===== src/rtl/storage_pkg.sv =====
// Shared definitions for the matrix storage RAM.
// Writers and handlers both import this package, so they agree on the slot
// layout, the header encoding and the writer state type.
//   Slot layout (word offsets from slot base):
//     HDR_OFFSET  : header {valid[31], cols[15:8], rows[7:0]}
//     NAME_OFFSET : two name words, name[0] in the low byte of the first
//     DATA_OFFSET : row-major elements
package storage_pkg;

  localparam int HDR_OFFSET    = 0;
  localparam int NAME_OFFSET   = 1;
  localparam int DATA_OFFSET   = 3;
  localparam int HDR_VALID_BIT = 31;

  typedef enum logic [2:0] {
    S_IDLE,
    S_REJECT,
    S_INVAL,
    S_NAME0,
    S_NAME1,
    S_DATA,
    S_COMMIT,
    S_DONE
  } writer_state_t;

  // Header word; the valid bit is the slot's "occupied" marker.
  function automatic logic [31:0] make_header(input logic [7:0] rows,
                                              input logic [7:0] cols,
                                              input logic       valid);
    logic [31:0] h;
    h                = '0;
    h[7:0]           = rows;
    h[15:8]          = cols;
    h[HDR_VALID_BIT] = valid;
    return h;
  endfunction

endpackage


===== src/rtl/matrix_storage_writer.sv =====
// matrix_storage_writer: accepts one matrix (id, dimensions, 8-byte name,
// row-major element stream) and writes it into its slot of the shared
// matrix storage RAM.
// Ports:
//   clk, rst                       clock, synchronous active-high reset
//   write_request / write_ready    start handshake (ready only in IDLE)
//   matrix_id, actual_rows/cols    target slot and dimensions
//   matrix_name[0:7]               8-byte name
//   data_in / data_valid           element stream
//   writer_ready                   high while elements are accepted
//   write_done / error             one-cycle completion / rejection pulses
//   abort                          cancel an in-progress write
//   busy                           not idle
//   mem_wr_en/addr/data            RAM write port
// Write order: header(valid=0), name0, name1, elements, header(valid=1).
// A slot therefore only reads as occupied once it is completely written.
module matrix_storage_writer
  import storage_pkg::*;
#(
  parameter int BLOCK_SIZE = 1152,
  parameter int NUM_SLOTS  = 8,
  parameter int DATA_WIDTH = 32,
  parameter int ADDR_WIDTH = 14
) (
  input  logic                  clk,
  input  logic                  rst,
  input  logic                  write_request,
  output logic                  write_ready,
  input  logic [2:0]            matrix_id,
  input  logic [7:0]            actual_rows,
  input  logic [7:0]            actual_cols,
  input  logic [7:0]            matrix_name [0:7],
  input  logic [DATA_WIDTH-1:0] data_in,
  input  logic                  data_valid,
  output logic                  writer_ready,
  output logic                  write_done,
  output logic                  error,
  input  logic                  abort,
  output logic                  busy,
  output logic                  mem_wr_en,
  output logic [ADDR_WIDTH-1:0] mem_wr_addr,
  output logic [DATA_WIDTH-1:0] mem_wr_data
);

  writer_state_t         r_state;
  writer_state_t         w_state_next;
  logic                  r_write_ready, r_writer_ready, r_write_done, r_error, r_busy;
  logic                  r_mem_wr_en;
  logic [ADDR_WIDTH-1:0] r_mem_wr_addr;
  logic [DATA_WIDTH-1:0] r_mem_wr_data;
  logic [15:0]           r_cnt;
  logic [15:0]           r_total;
  logic [ADDR_WIDTH-1:0] r_base;
  logic [7:0]            r_rows, r_cols;
  logic [63:0]           r_name;

  logic [63:0]           w_name_packed;
  logic [15:0]           w_prod;
  logic                  w_bad;
  logic                  w_latch, w_elem, w_done, w_error, w_wr_en;
  logic [ADDR_WIDTH-1:0] w_wr_addr;
  logic [DATA_WIDTH-1:0] w_wr_data;

  for (genvar gi = 0; gi < 8; gi++) begin : g_name
    assign w_name_packed[gi*8 +: 8] = matrix_name[gi];
  end

  assign w_prod = 16'(actual_rows) * 16'(actual_cols);
  assign w_bad  = (int'(matrix_id) >= NUM_SLOTS) || (actual_rows == 8'd0) ||
                  (actual_cols == 8'd0) || (int'(w_prod) > BLOCK_SIZE - DATA_OFFSET);

  always_comb begin
    w_state_next = r_state;
    w_latch      = 1'b0;
    w_elem       = 1'b0;
    w_done       = 1'b0;
    w_error      = 1'b0;
    w_wr_en      = 1'b0;
    w_wr_addr    = r_mem_wr_addr;
    w_wr_data    = r_mem_wr_data;
    unique case (r_state)
      S_IDLE: begin
        if (write_request) begin
          w_latch      = 1'b1;
          w_state_next = w_bad ? S_REJECT : S_INVAL;
        end
      end
      S_REJECT: begin
        w_error      = 1'b1;
        w_state_next = S_IDLE;
      end
      S_INVAL: begin
        w_wr_en      = 1'b1;
        w_wr_addr    = r_base + ADDR_WIDTH'(HDR_OFFSET);
        w_wr_data    = DATA_WIDTH'(make_header(r_rows, r_cols, 1'b0));
        w_state_next = S_NAME0;
      end
      S_NAME0: begin
        w_wr_en      = 1'b1;
        w_wr_addr    = r_base + ADDR_WIDTH'(NAME_OFFSET);
        w_wr_data    = DATA_WIDTH'(r_name[31:0]);
        w_state_next = S_NAME1;
      end
      S_NAME1: begin
        w_wr_en      = 1'b1;
        w_wr_addr    = r_base + ADDR_WIDTH'(NAME_OFFSET + 1);
        w_wr_data    = DATA_WIDTH'(r_name[63:32]);
        w_state_next = S_DATA;
      end
      S_DATA: begin
        if (data_valid) begin
          w_elem    = 1'b1;
          w_wr_en   = 1'b1;
          w_wr_addr = r_base + ADDR_WIDTH'(DATA_OFFSET) + ADDR_WIDTH'(r_cnt);
          w_wr_data = data_in;
          if (r_cnt == r_total - 16'd1) w_state_next = S_COMMIT;
        end
      end
      S_COMMIT: begin
        w_wr_en      = 1'b1;
        w_wr_addr    = r_base + ADDR_WIDTH'(HDR_OFFSET);
        w_wr_data    = DATA_WIDTH'(make_header(r_rows, r_cols, 1'b1));
        w_state_next = S_DONE;
      end
      S_DONE: begin
        w_done       = 1'b1;
        w_state_next = S_IDLE;
      end
      default: w_state_next = S_IDLE;
    endcase
    // Abort cancels whatever the current state would have done, including a
    // final element arriving in the same cycle. DONE has already committed.
    if (abort && (r_state != S_IDLE) && (r_state != S_DONE)) begin
      w_state_next = S_IDLE;
      w_elem       = 1'b0;
      w_done       = 1'b0;
      w_error      = 1'b0;
      w_wr_en      = 1'b0;
      w_wr_addr    = r_mem_wr_addr;
      w_wr_data    = r_mem_wr_data;
    end
  end

  // Status flags are registered from the next state so they always match the
  // state the FSM is in during the following cycle.
  always_ff @(posedge clk) begin
    if (rst) begin
      r_state        <= S_IDLE;
      r_write_ready  <= 1'b1;
      r_busy         <= 1'b0;
      r_writer_ready <= 1'b0;
      r_write_done   <= 1'b0;
      r_error        <= 1'b0;
      r_mem_wr_en    <= 1'b0;
      r_mem_wr_addr  <= '0;
      r_mem_wr_data  <= '0;
      r_cnt          <= '0;
    end else begin
      r_state        <= w_state_next;
      r_write_ready  <= (w_state_next == S_IDLE);
      r_busy         <= (w_state_next != S_IDLE);
      r_writer_ready <= (w_state_next == S_DATA);
      r_write_done   <= w_done;
      r_error        <= w_error;
      r_mem_wr_en    <= w_wr_en;
      r_mem_wr_addr  <= w_wr_addr;
      r_mem_wr_data  <= w_wr_data;
      if (w_latch)     r_cnt <= '0;
      else if (w_elem) r_cnt <= r_cnt + 16'd1;
    end
  end

  // Request fields are captured once; the slot base multiply happens here so
  // the address path in later states is a plain add.
  always_ff @(posedge clk) begin
    if (w_latch) begin
      r_base  <= ADDR_WIDTH'(int'(matrix_id) * BLOCK_SIZE);
      r_rows  <= actual_rows;
      r_cols  <= actual_cols;
      r_total <= w_prod;
      r_name  <= w_name_packed;
    end
  end

  assign write_ready  = r_write_ready;
  assign busy         = r_busy;
  assign writer_ready = r_writer_ready;
  assign write_done   = r_write_done;
  assign error        = r_error;
  assign mem_wr_en    = r_mem_wr_en;
  assign mem_wr_addr  = r_mem_wr_addr;
  assign mem_wr_data  = r_mem_wr_data;

endmodule


===== config.mk =====
export PLATFORM = sky130hd
export DESIGN_NAME = matrix_storage_writer
export DESIGN_NICKNAME = d
export VERILOG_FILES = /design/src/rtl/storage_pkg.sv /design/src/rtl/matrix_storage_writer.sv
export SDC_FILE = /design/constraint.sdc
export NUM_CORES = 1
export LEC_CHECK = 0
export CAP_MARGIN = 20
export CORE_ASPECT_RATIO = 0.6
export CORE_UTILIZATION = 25
export DETAILED_ROUTE_END_ITERATION = 10
export GPL_TIMING_DRIVEN = 0
export HOLD_SLACK_MARGIN = 0.03
export PLACE_DENSITY_LB_ADDON = 0.15
export RECOVER_POWER = 100
export SETUP_SLACK_MARGIN = 0.02
export SLEW_MARGIN = 20
export SYNTH_ARGS = -nofsm -noshare
export SYNTH_HDL_FRONTEND = slang
export SYNTH_SLANG_ARGS = --single-unit

===== constraint.sdc =====
create_clock -name clk -period 13.68 [get_ports clk]
set_input_delay 2.736 -clock clk [delete_from_list [all_inputs] [get_ports clk]]
set_output_delay 2.736 -clock clk [all_outputs]
set_load 0.01 [all_outputs]

# Word-level counts from Yosys, hierarchy flattened
# Index checks and enable logic that the tools add are counted.
# classes
n_mux,18
n_reduce_logical,19
add_sub_neg,6
n_eq_ne,11
bitwise,1
mul,2
n_lt_le_gt_ge,1
# ops
op,count
32-bit one-hot mux with 5 select lines,1
14-bit one-hot mux with 4 select lines,1
32-bit two-way mux,1
"14-bit by 2-bit adder with 14-bit output, second input constant",2
3-bit one-hot mux with 7 select lines,1
"16-bit by 1-bit adder with 16-bit output, second input constant",1
16-bit equality test,1
"16-bit by 11-bit > comparator with 1-bit output, second input constant",1
8-bit zero test,2
8-bit by 8-bit multiplier with 16-bit output,1
"16-bit by 1-bit subtractor with 16-bit output, second input constant",1
"3-bit equality test, second input constant",5
"14-bit by 1-bit adder with 14-bit output, second input constant",1
14-bit adder,1
14-bit two-way mux,1
3-bit two-way mux,4
2-bit OR reduction,4
"3-bit by 4-bit multiplier with 7-bit output, second input constant",1
1-bit two-way mux,7
"3-bit by 2-bit equality test with 1-bit output, second input constant",2
3-bit zero test,2
3-bit AND reduction,2
3-bit nonzero test,2
5-bit nonzero test,1
10 further kinds,12
# totals
register_bits,174
input_bits,120
output_inout_bits,52
wordCells,73

# Logic depth before layout (Yosys ltp)
# Gate-level depths: netlist (run 1).
# depth
depth_word,8
mapped_depth,18
depth_no_buf,17

# Worst setup path before layout (run 1)
# Ideal clock, no wire load.
# synth_path
path_kind,input port to flip-flop
start,input port write_request
end,register r_cnt[10]
required_ps,13552
path_buffers,2
path_stages,6
setup_time_ps,128
t_arrival_ps,10813
slack_ps,2740
cell_sequence,nand2_1 nor3_1 or2_2 clkbuf_1 clkbuf_1 nor2_1
# synth_via
elab_chain_cells,3
# synth_lines
item,line_no,text
from (decl),matrix_storage_writer.sv:27,"input logic write_request,"
1-bit two-way mux,matrix_storage_writer.sv:83,if (write_request) begin
1-bit two-way mux,matrix_storage_writer.sv:81,unique case (r_state)
via w_latch,matrix_storage_writer.sv:60,"logic w_latch, w_elem, w_done, w_error, w_wr_en;"
2-bit OR reduction (no line),n/a,
to (signal assigned),matrix_storage_writer.sv:169,else if (w_elem) r_cnt <= r_cnt + 16'd1;
to (decl),matrix_storage_writer.sv:51,logic [15:0] r_cnt;
# The timed path passes the listed nets, and every way through them passes these cells.
# A chain may end at the register's enable or synchronous reset.

# Final worst setup path (run 1)
# layout_path
start,input port actual_rows[1]
end,register r_state[0]
# layout_via
elab_chain_cells,7
word_cells_on_any_way,9
cone_classes,mul (1); order compare (1); mux (4); reduce/logical (3)
# layout_lines
item,line_no,text
from (decl),matrix_storage_writer.sv:30,"input logic [7:0] actual_rows,"
8-bit by 8-bit multiplier with 16-bit output or 8-bit zero test (tied branches),"matrix_storage_writer.sv:68, matrix_storage_writer.sv:69",
16-bit by 11-bit > comparator with 1-bit output or 1-bit logical OR (tied branches),"matrix_storage_writer.sv:70, matrix_storage_writer.sv:69",
1-bit logical OR *,matrix_storage_writer.sv:70,(actual_cols == 8'd0) || (int'(w_prod) > BLOCK_SIZE - DATA_OFFSET);
2-bit two-way mux *,matrix_storage_writer.sv:85,w_state_next = w_bad ? S_REJECT : S_INVAL;
3-bit two-way mux *,matrix_storage_writer.sv:83,
3-bit one-hot mux with 7 select lines *,matrix_storage_writer.sv:81,
3-bit two-way mux *,matrix_storage_writer.sv:133,if (abort && (r_state != S_IDLE) && (r_state != S_DONE)) begin
to (signal assigned),matrix_storage_writer.sv:159,r_state <= w_state_next;
to (decl),matrix_storage_writer.sv:45,writer_state_t r_state;
# Mark *: on every way between the ends. The rest lies on a longest branch, timed or not.

==> results.tsv, run 1 <==
metric	value	unit
outcome	complete, no violations	
Lkg Pwr	0.00473	uW
WP data required	14.01	ns
Slew HR	0.208	
register share of total power	0.386	
# IOs	172	
Sink Count	170	
complex-gate fraction of the synthesized area	0.124	
core box area	37600	um2
Layout Skew	0.0147	ns
Yosys cell types	71	
die height	153	um
remaining antenna violation count after routing	0	
Layout Nets	1293	
Yosys warnings	0	
Routed WL per cell	17.9	um
Clk pin slew, worst setup/hold paths	0.07	ns
Comb pwr share	0.333	
Internal	1130	uW
most frequent cells in the layout	dlygate4sd3_1 (137), nor2_1 (102), edfxtp_1 (99), dfxtp_1 (71), inv_1 (64)	
Die W	254	um
final setup fails	0	
pin slew with the least headroom to its limit	1.18	ns
Crit Path Max Fanout	10	
# Post-CTS Setup Buffers	0	
Critical Path AT	9.15	ns
Max Root-Sink Buffers	2	
worst path cell trace	dlygate4sd3_1, and2_0, fa_1, fa_1, inv_1, fa_1, fa_1, inv_1, ha_1, o21ai_0, o211ai_1, a21o_1, a221o_1, a2111oi_0, a21oi_1, o31a_1	
drt first pass iters	5	
Clock Latency Late Sink	0.44	ns
post-DP HPWL	22400	um
layout cell share with drive strength beyond 1	0.0615	
top cells by area, synth	edfxtp_1 (31%), dfxtp_1 (15%), fa_1 (7.6%), ha_1 (5.9%), nor2_1 (4.0%)	
commonest non-fill, non-tap cell in the layout	dlygate4sd3_1	
hold_sp	mem_wr_data[28]	
Worst setup SP type	primary input	
Top cell by count, worst path	fa_1	
ys async rst share	0	
switch share	0.348	
initial antenna violation count	1	
highest clock rate	0.113	GHz
GRT Overall Usage	0.153	
Port Buffer Count	169	
via count	7410	
unrepaired setup endpoints after global routing	no	
sequential share of the synthesized area	0.460	
CTS buffer count	17	
worst reg2reg startpoint	r_state[0]	
initial core utilization	0.254	
Hold Crit Class	reg -> reg	
Post-Synth Simple-Gate Area	0.157	
Main synth FF type	edfxtp_1	
Inserted Diodes	0	
GPL Wtd Cong	0.798	
drt total wl	28900	um
Post-DP Area	12000	um2
Post-synth EDFFs	99	
Post-Syn Area per Cell	10.7	um2
Die Area	39000	um2
final period utilization	0.645	
multiplexer area fraction after synthesis	0.0378	
CTS tree	done	
VDD IR max	0.0000982	V
#FFs+latches synth	170	
initial DRC count	456	
first-pass GRT wire length	44900	um
xor/xnor cell area share of the yosys netlist	0.0431	
grt ovf	0	
post-route DRC violation count	0	
vias in the first global route	7322	
hold_buf cts	0	
P&R area growth vs syn	31.0	%
post-CTS resize count	0	
via/cell ratio	4.58	
Slew Viols, Final	0	
Sw Pwr	604	uW
Post-Syn Area	9540	um2
Worst path max stage delay	0.94	ns
CP startpoint	actual_rows[1]	
min Tclk post-route	8.82	ns
power per cell area	139	nW/um2
top cell type by total area after synthesis	edfxtp_1	
Setup TNS	0	ns
H-tree depth	4	
CTS root buf	clkbuf_16	
syn nets	1093	
Critical-path top delay cell	a2111oi_0	
Synth top area share	0.312	
final hold violation count	0	
Clk network pwr share	0.280	
largest family of logic cells by synthesized area	simple AND/OR/NAND/NOR gates	
row count	55	
nature of the critical path endpoint	flip-flop	
largest net degree at the start of global routing	18	
Final Cell Area	12500	um2
kind of critical path	in -> reg	
Post-Synthesis Cells	892	
MaxCap Viol Count	0	
Adder-Cell Fraction of Synth Area	0.135	
metrics by stage:
stage | setup WS (ns) | hold slack (ns) | cells | utilization | power [uW]
floorplan | 2.74 | 0.470 | 892 | - | 1080
global placement | -2.41 | 0.486 | 1574 | 0.316 | 1290
detailed placement | 4.93 | 0.490 | 1586 | 0.319 | 1280
CTS | 5.37 | 0.501 | 1618 | 0.334 | 1770
global route | 4.57 | 0.511 | 1618 | 0.332 | 1860
finish | 4.86 | 0.492 | 1618 | 0.332 | 1740
kinds of logic (layout without fill, tap and decap cells):
family / after synthesis / in the layout
simple gates: 294 / 294
flops: 170 / 170
compound gates: 159 / 159
buf+inv: 107 / 320
fa+ha+maj: 81 / 81
xor+xnor: 47 / 47
mux: 34 / 34
cell usage after synthesis (all sizes together), types with 3 or more instances:
cell    count
and3        7
mux2       16
nand2      35
nand3      11
mux2i      18
a311oi      3
nand2b      5
a21o        4
a22oi       8
a211oi     25
fa         36
nor2      102
dfxtp      71
inv        64
a21oi      22
clkbuf     38
o211ai      5
nor2b       4
buf         5
or2         7
ha         45
a31oi       6
nand4       6
and2       55
and4        5
or3         8
xnor2      25
a221oi     32
o21ai      26
xor2       22
nor4        7
nor3       30
or4         6
edfxtp     99
routing by layer:
metal  track usage  vias to the layer above  share of wire
met2         0.206                      167           0.40
met3        0.0262                       18          0.039
met5             0                        -              0
met1         0.246                     3605           0.56
li1              -                     3620              -
met4        0.0301                        0         0.0075
final timing paths:
kind / cells after the start / slack, ns / to
max: 16 / 4.86 / r_state[0]
min: 2 / 0.49 / mem_wr_data[28]
max reg2reg: 10 / 8.81 / r_name[44]
min reg2reg: 2 / 0.49 / mem_wr_data[28]
sequential cells by signal, indices dropped and copies added (netlist names):
name / count
write_done: 1
mem_wr_data: 32
r_cnt: 16
r_rows: 8
r_state: 3
mem_wr_addr: 14
write_ready: 1
error: 1
writer_ready: 1
r_name: 64
r_total: 16
busy: 1
r_base: 3
r_cols: 8
mem_wr_en: 1
power by group through the flow:
stage | combinational (uW) | sequential, uW | clock (uW)
5_1_grt | 660 | 678 | 521
3_5_place_dp | 599 | 682 | 0
6_report | 579 | 670 | 487
4_1_cts | 604 | 670 | 498
3_3_place_gp | 585 | 701 | 0
2_1_floorplan | 394 | 685 | 0
worst max-delay path, delay by kind of cell:
| kind | cells | cell delay (ns) |
|---|---|---|
| AOI/OAI and AO/OA | 7 | 2.86 |
| adders and majority gates | 5 | 2.39 |
| buffers and inverters | 3 | 0.88 |
| and+or+nand+nor | 1 | 0.30 |
layout make-up:
| class | instances | area, um2 |
|---|---|---|
| plain buffers | 43 | 173 |
| clock buffers | 17 | 425 |
| clock inverters | 15 | 161 |
| fillers | 3862 | 25100 |
| inverters | 64 | 240 |
| multi-input cells | 615 | 4720 |
| flip-flops and latches | 170 | 4390 |
| well taps | 513 | 642 |
| repair buffers | 181 | 1740 |
(Power assumes the default switching activity.)
==> run 2, diff against run 1 <==
==> constraint.sdc (replaced) <==
create_clock -name clk -period 8.28 [get_ports clk]
set_input_delay 1.656 -clock clk [delete_from_list [all_inputs] [get_ports clk]]
set_output_delay 1.656 -clock clk [all_outputs]
set_load 0.01 [all_outputs]
==> results.tsv, run 2 (synthesized netlist as in run 1, its figures left out) <==
metric	value	unit
Comb pwr share	0.336	
Routed WL per cell	17.7	um
kind of critical path	in -> reg	
most frequent cells in the layout	dlygate4sd3_1 (137), nor2_1 (102), edfxtp_1 (99), dfxtp_1 (71), inv_1 (64)	
# Post-CTS Setup Buffers	0	
core box area	37600	um2
Die Area	39000	um2
switch share	0.339	
Hold Crit Class	reg -> reg	
Setup TNS	0	ns
post-CTS resize count	0	
grt ovf	0	
final period utilization	0.920	
met1 usage	0.242	
Max Root-Sink Buffers	2	
Crit Path Max Fanout	10	
power per cell area	228	nW/um2
Top cell by count, worst path	fa_1	
Internal	1870	uW
Inserted Diodes	0	
register bank with the most flops	r_name	
Port Buffer Count	169	
Post-DP Area	12000	um2
global route hottest layer	met1	
commonest non-fill, non-tap cell in the layout	dlygate4sd3_1	
Filler cells	3858	
Largest register FFs	64	
pin slew with the least headroom to its limit	0.901	ns
drt total wl	28600	um
GRT Overall Usage	0.152	
hold_buf cts	0	
worst path cell trace	dlygate4sd3_1, and2_0, fa_1, fa_1, inv_1, fa_1, fa_1, inv_1, ha_1, o21ai_0, o211ai_1, a21o_1, a221o_1, a2111oi_1, a21oi_1, o31a_1	
area occupied by multi-input gates	4730	um2
Final Cell Area	12500	um2
nature of the critical path endpoint	flip-flop	
Slew Viols, Final	0	
initial DRC count	384	
min Tclk post-route	7.61	ns
layout cell share with drive strength beyond 1	0.0581	
drt first pass iters	5	
hold_sp	mem_wr_data[17]	
Critical-path top delay cell	a2111oi_1	
post-DP HPWL	22200	um
Worst path max stage delay	0.83	ns
via/cell ratio	4.56	
remaining antenna violation count after routing	0	
WP data required	8.61	ns
Layout Nets	1289	
unrepaired setup endpoints after global routing	no	
CTS root buf	clkbuf_16	
initial antenna violation count	1	
via count	7362	
Sink Count	170	
outcome	complete, no violations	
H-tree depth	4	
worst reg2reg startpoint	r_state[0]	
GR Util met3	0.0264	
Sequential Area	4390	um2
Util after Layout	0.331	
Sw Pwr	962	uW
CP startpoint	actual_rows[1]	
Slew HR	0.398	
initial core utilization	0.254	
Clock Latency Late Sink	0.44	ns
register share of total power	0.391	
P&R area growth vs syn	30.5	%
Die W	254	um
# IOs	172	
final hold violation count	0	
row count	55	
vias in the first global route	7435	
Layout Skew	0.0163	ns
Worst setup SP type	primary input	
die height	153	um
Lkg Pwr	0.00471	uW
final setup fails	0	
post-route DRC violation count	0	
CTS tree	done	
dpl ws	0.573	ns
hold_ws	0.490	ns
first-pass GRT wire length	44900	um
routing usage on met2	0.207	
Critical Path AT	7.94	ns
Clk network pwr share	0.273	
GPL Wtd Cong	0.798	
largest net degree at the start of global routing	18	
highest clock rate	0.131	GHz
Clk pin slew, worst setup/hold paths	0.06	ns
MaxCap Viol Count	0	
CTS buffer count	17	
final worst setup slack	0.666	ns
VDD IR max	0.000145	V
[run 2: cell count changes in the layout (fill, tap and decap cells not counted)]
cell / previous run / this run
a2111oi_0: 1 / 0
a2111oi_1: 0 / 1
clkbuf_1: 51 / 49
clkbuf_8: 0 / 2
clkinv_1: 0 / 2
clkinv_2: 0 / 3
clkinv_4: 7 / 0
clkinv_8: 1 / 0
clkinvlp_4: 1 / 2
inv_6: 4 / 3
inv_8: 1 / 0
[run 2: area by class of cell]
class	count	share of cell area
clock buffer	21	0.0370
clock inverter	11	0.00754
multi-input combinational	615	0.380
buffer	43	0.0139
sequential	170	0.353
timing repair buffer	177	0.138
tap	513	0.0516
inverter	64	0.0193
[run 2: final timing paths]
path	endpoint	slack, ns	cells after the start
worst max-delay path	r_state[0]	0.67	16
worst min-delay path	mem_wr_data[17]	0.49	2
worst max register to register	r_name[8]	3.51	9
worst min register to register	mem_wr_data[17]	0.49	2
[run 2: power groups by stage]
stage / sequential [uW] / clock [uW] / combinational, uW
global route: 1120 / 829 / 1080
CTS: 1110 / 796 / 1000
detailed placement: 1130 / 0 / 996
finish: 1110 / 774 / 952
global placement: 1140 / 0 / 966
floorplan: 1120 / 0 / 651
[run 2: layer usage]
layer  wire length [um]  share of wire
met5                  0              0
met1              16000           0.56
met4                297          0.010
met3               1070          0.037
met2              11300           0.39
[run 2: worst max-delay path: cells and delay by family]
kind                       cells  cell delay, ns
AOI/OAI and AO/OA              7            2.70
and+or+nand+nor                1            0.31
adders and majority gates      5            2.39
buffers and inverters          3            0.89
[run 2: through the flow]
| stage | instances | total power, uW |
|---|---|---|
| after floorplan | 892 | 1770 |
| after global placement | 1574 | 2110 |
| after detailed placement | 1582 | 2120 |
| after CTS | 1614 | 2910 |
| after global routing | 1614 | 3040 |
| final | 1614 | 2830 |
==> run 3, diff against run 2 <==
--- a/config.mk
+++ b/config.mk
@@ -14,7 +14,7 @@
 export PLACE_DENSITY_LB_ADDON = 0.15
 export RECOVER_POWER = 100
 export SETUP_SLACK_MARGIN = 0.02
-export SLEW_MARGIN = 20
+export SLEW_MARGIN = 0
 export SYNTH_ARGS = -nofsm -noshare
 export SYNTH_HDL_FRONTEND = slang
 export SYNTH_SLANG_ARGS = --single-unit
==> results.tsv, run 3 (synthesized netlist as in run 1, its figures left out) <==
metric	value	unit
hold_ws	0.490	ns
via count	7377	
CTS buffer count	17	
H-tree depth	4	
core box area	37600	um2
Internal	1890	uW
Comb pwr share	0.334	
drt first pass iters	4	
highest clock rate	0.132	GHz
# Post-CTS Setup Buffers	0	
initial antenna violation count	2	
worst reg2reg startpoint	r_state[0]	
MaxCap Viol Count	1	
hold_buf cts	0	
Sink Count	170	
Inst Count DP	1580	
CTS tree	done	
final setup fails	0	
most frequent cells in the layout	dlygate4sd3_1 (137), nor2_1 (102), edfxtp_1 (99), dfxtp_1 (71), inv_1 (64)	
met1 usage	0.241	
vias in the first global route	7402	
die height	153	um
Worst setup SP type	primary input	
Routed WL per cell	17.6	um
GR Util met3	0.0283	
GRT Overall Usage	0.151	
WP data required	8.61	ns
Lkg Pwr	0.00472	uW
hold path depth	2	
final period utilization	0.912	
Final Instance Count excl. Fillers	1612	
VDD IR max	0.000124	V
reg2reg setup slack	2.74	ns
unrepaired setup endpoints after global routing	no	
Slew Viols, Final	15	
Slew HR	-0.307	
drt total wl	28400	um
layout cell share with drive strength beyond 1	0.0591	
register bank with the most flops	r_name	
largest net degree at the start of global routing	22	
failing checks	capacitance limit, slew limit	
Clock Latency Late Sink	0.44	ns
Port Buffer Count	169	
Max Root-Sink Buffers	2	
Critical Path AT	7.87	ns
Largest register FFs	64	
Reg2Reg Depth	8	
post-route DRC violation count	0	
total power	2860	uW
r2r endpoint	r_name[6]	
min Tclk post-route	7.55	ns
power per cell area	229	nW/um2
Inserted Diodes	0	
initial core utilization	0.254	
switch share	0.338	
GPL Wtd Cong	0.798	
Die Area	39000	um2
nature of the critical path endpoint	flip-flop	
row count	55	
kind of critical path	in -> reg	
grt ovf	0	
Crit Path Max Fanout	10	
commonest non-fill, non-tap cell in the layout	dlygate4sd3_1	
routing usage on met2	0.206	
post-CTS resize count	0	
register share of total power	0.389	
global route hottest layer	met1	
post-DP HPWL	22100	um
pin slew with the least headroom to its limit	1.95	ns
Hold EP	mem_wr_data[17]	
remaining antenna violation count after routing	0	
Sw Pwr	965	uW
hold_sp	mem_wr_data[17]	
Clk network pwr share	0.278	
initial DRC count	403	
Die W	254	um
via/cell ratio	4.58	
Layout Skew	0.00793	ns
P&R area growth vs syn	30.6	%
Hold Crit Class	reg -> reg	
first-pass GRT wire length	44500	um
# IOs	172	
final hold violation count	0	
CTS root buf	clkbuf_16	
Clk pin slew, worst setup/hold paths	0.07	ns
Layout Nets	1287	
outcome	finished with violations	
[run 3: changes by cell type in the layout (fill, tap and decap cells not counted)]
cell        delta
clkinv_1       -1
clkinv_4       +5
inv_8          +1
clkbuf_1       -2
clkinvlp_4     -1
clkbuf_8       -2
inv_6          -2
bufinv_16      +1
clkinv_2       -1
[run 3: worst max-delay path by stage]
stage / startpoint / cells past startpoint / endpoint / slack (ns)
floorplan: write_request / 6 / r_cnt[10] / 1.57
global placement: write_request / 7 / r_cnt[14] / -1.89
detailed placement: actual_rows[1] / 16 / r_state[0] / 0.59
CTS: actual_rows[1] / 16 / r_state[0] / 1.04
global route: actual_rows[1] / 16 / r_state[0] / 0.39
finish: actual_rows[1] / 16 / r_state[0] / 0.73
[run 3: stage by stage]
stage / TNS (ns) / utilization / setup slack (ns) / cell area, um2
after floorplan: 0 / - / 1.57 / 9550
after global placement: -116.13 / 0.316 / -1.89 / 11900
after detailed placement: 0 / 0.320 / 0.589 / 12000
after CTS: 0 / 0.335 / 1.04 / 12600
after global routing: 0 / 0.331 / 0.386 / 12500
final: 0 / 0.331 / 0.732 / 12500
[run 3: power groups by stage]
stage,Clock [uW],Combinational [uW],Sequential [uW]
2_1_floorplan,0,651,1120
3_3_place_gp,0,966,1140
3_5_place_dp,0,1000,1130
4_1_cts,818,1010,1110
5_1_grt,851,1080,1120
6_report,794,952,1110
[run 3: critical path, stage by stage]
cell	delay, ns
dlygate4sd3_1	0.77
and2_0	0.29
fa_1	0.45
fa_1	0.55
inv_1	0.05
fa_1	0.48
fa_1	0.55
inv_1	0.05
ha_1	0.36
o21ai_0	0.55
o211ai_1	0.22
a21o_1	0.23
a221o_1	0.38
a2111oi_1	0.79
a21oi_1	0.14
o31a_1	0.33
[run 3: routing by layer]
| layer | vias up | part of all wire | wire length, um |
|---|---|---|---|
| li1 | 3609 | - | - |
| met1 | 3576 | 0.55 | 15600 |
| met2 | 171 | 0.40 | 11200 |
| met3 | 21 | 0.045 | 1270 |
| met4 | 0 | 0.011 | 318 |
| met5 | - | 0 | 0 |
[run 3: layout make-up]
| type | instances | area, um2 |
|---|---|---|
| multi-input cells | 615 | 4730 |
| repair buffers | 175 | 1710 |
| well taps | 513 | 642 |
| clock buffers | 19 | 433 |
| fillers | 3843 | 25200 |
| plain buffers | 43 | 173 |
| clock inverters | 13 | 145 |
| flip-flops and latches | 170 | 4390 |
| inverters | 64 | 240 |
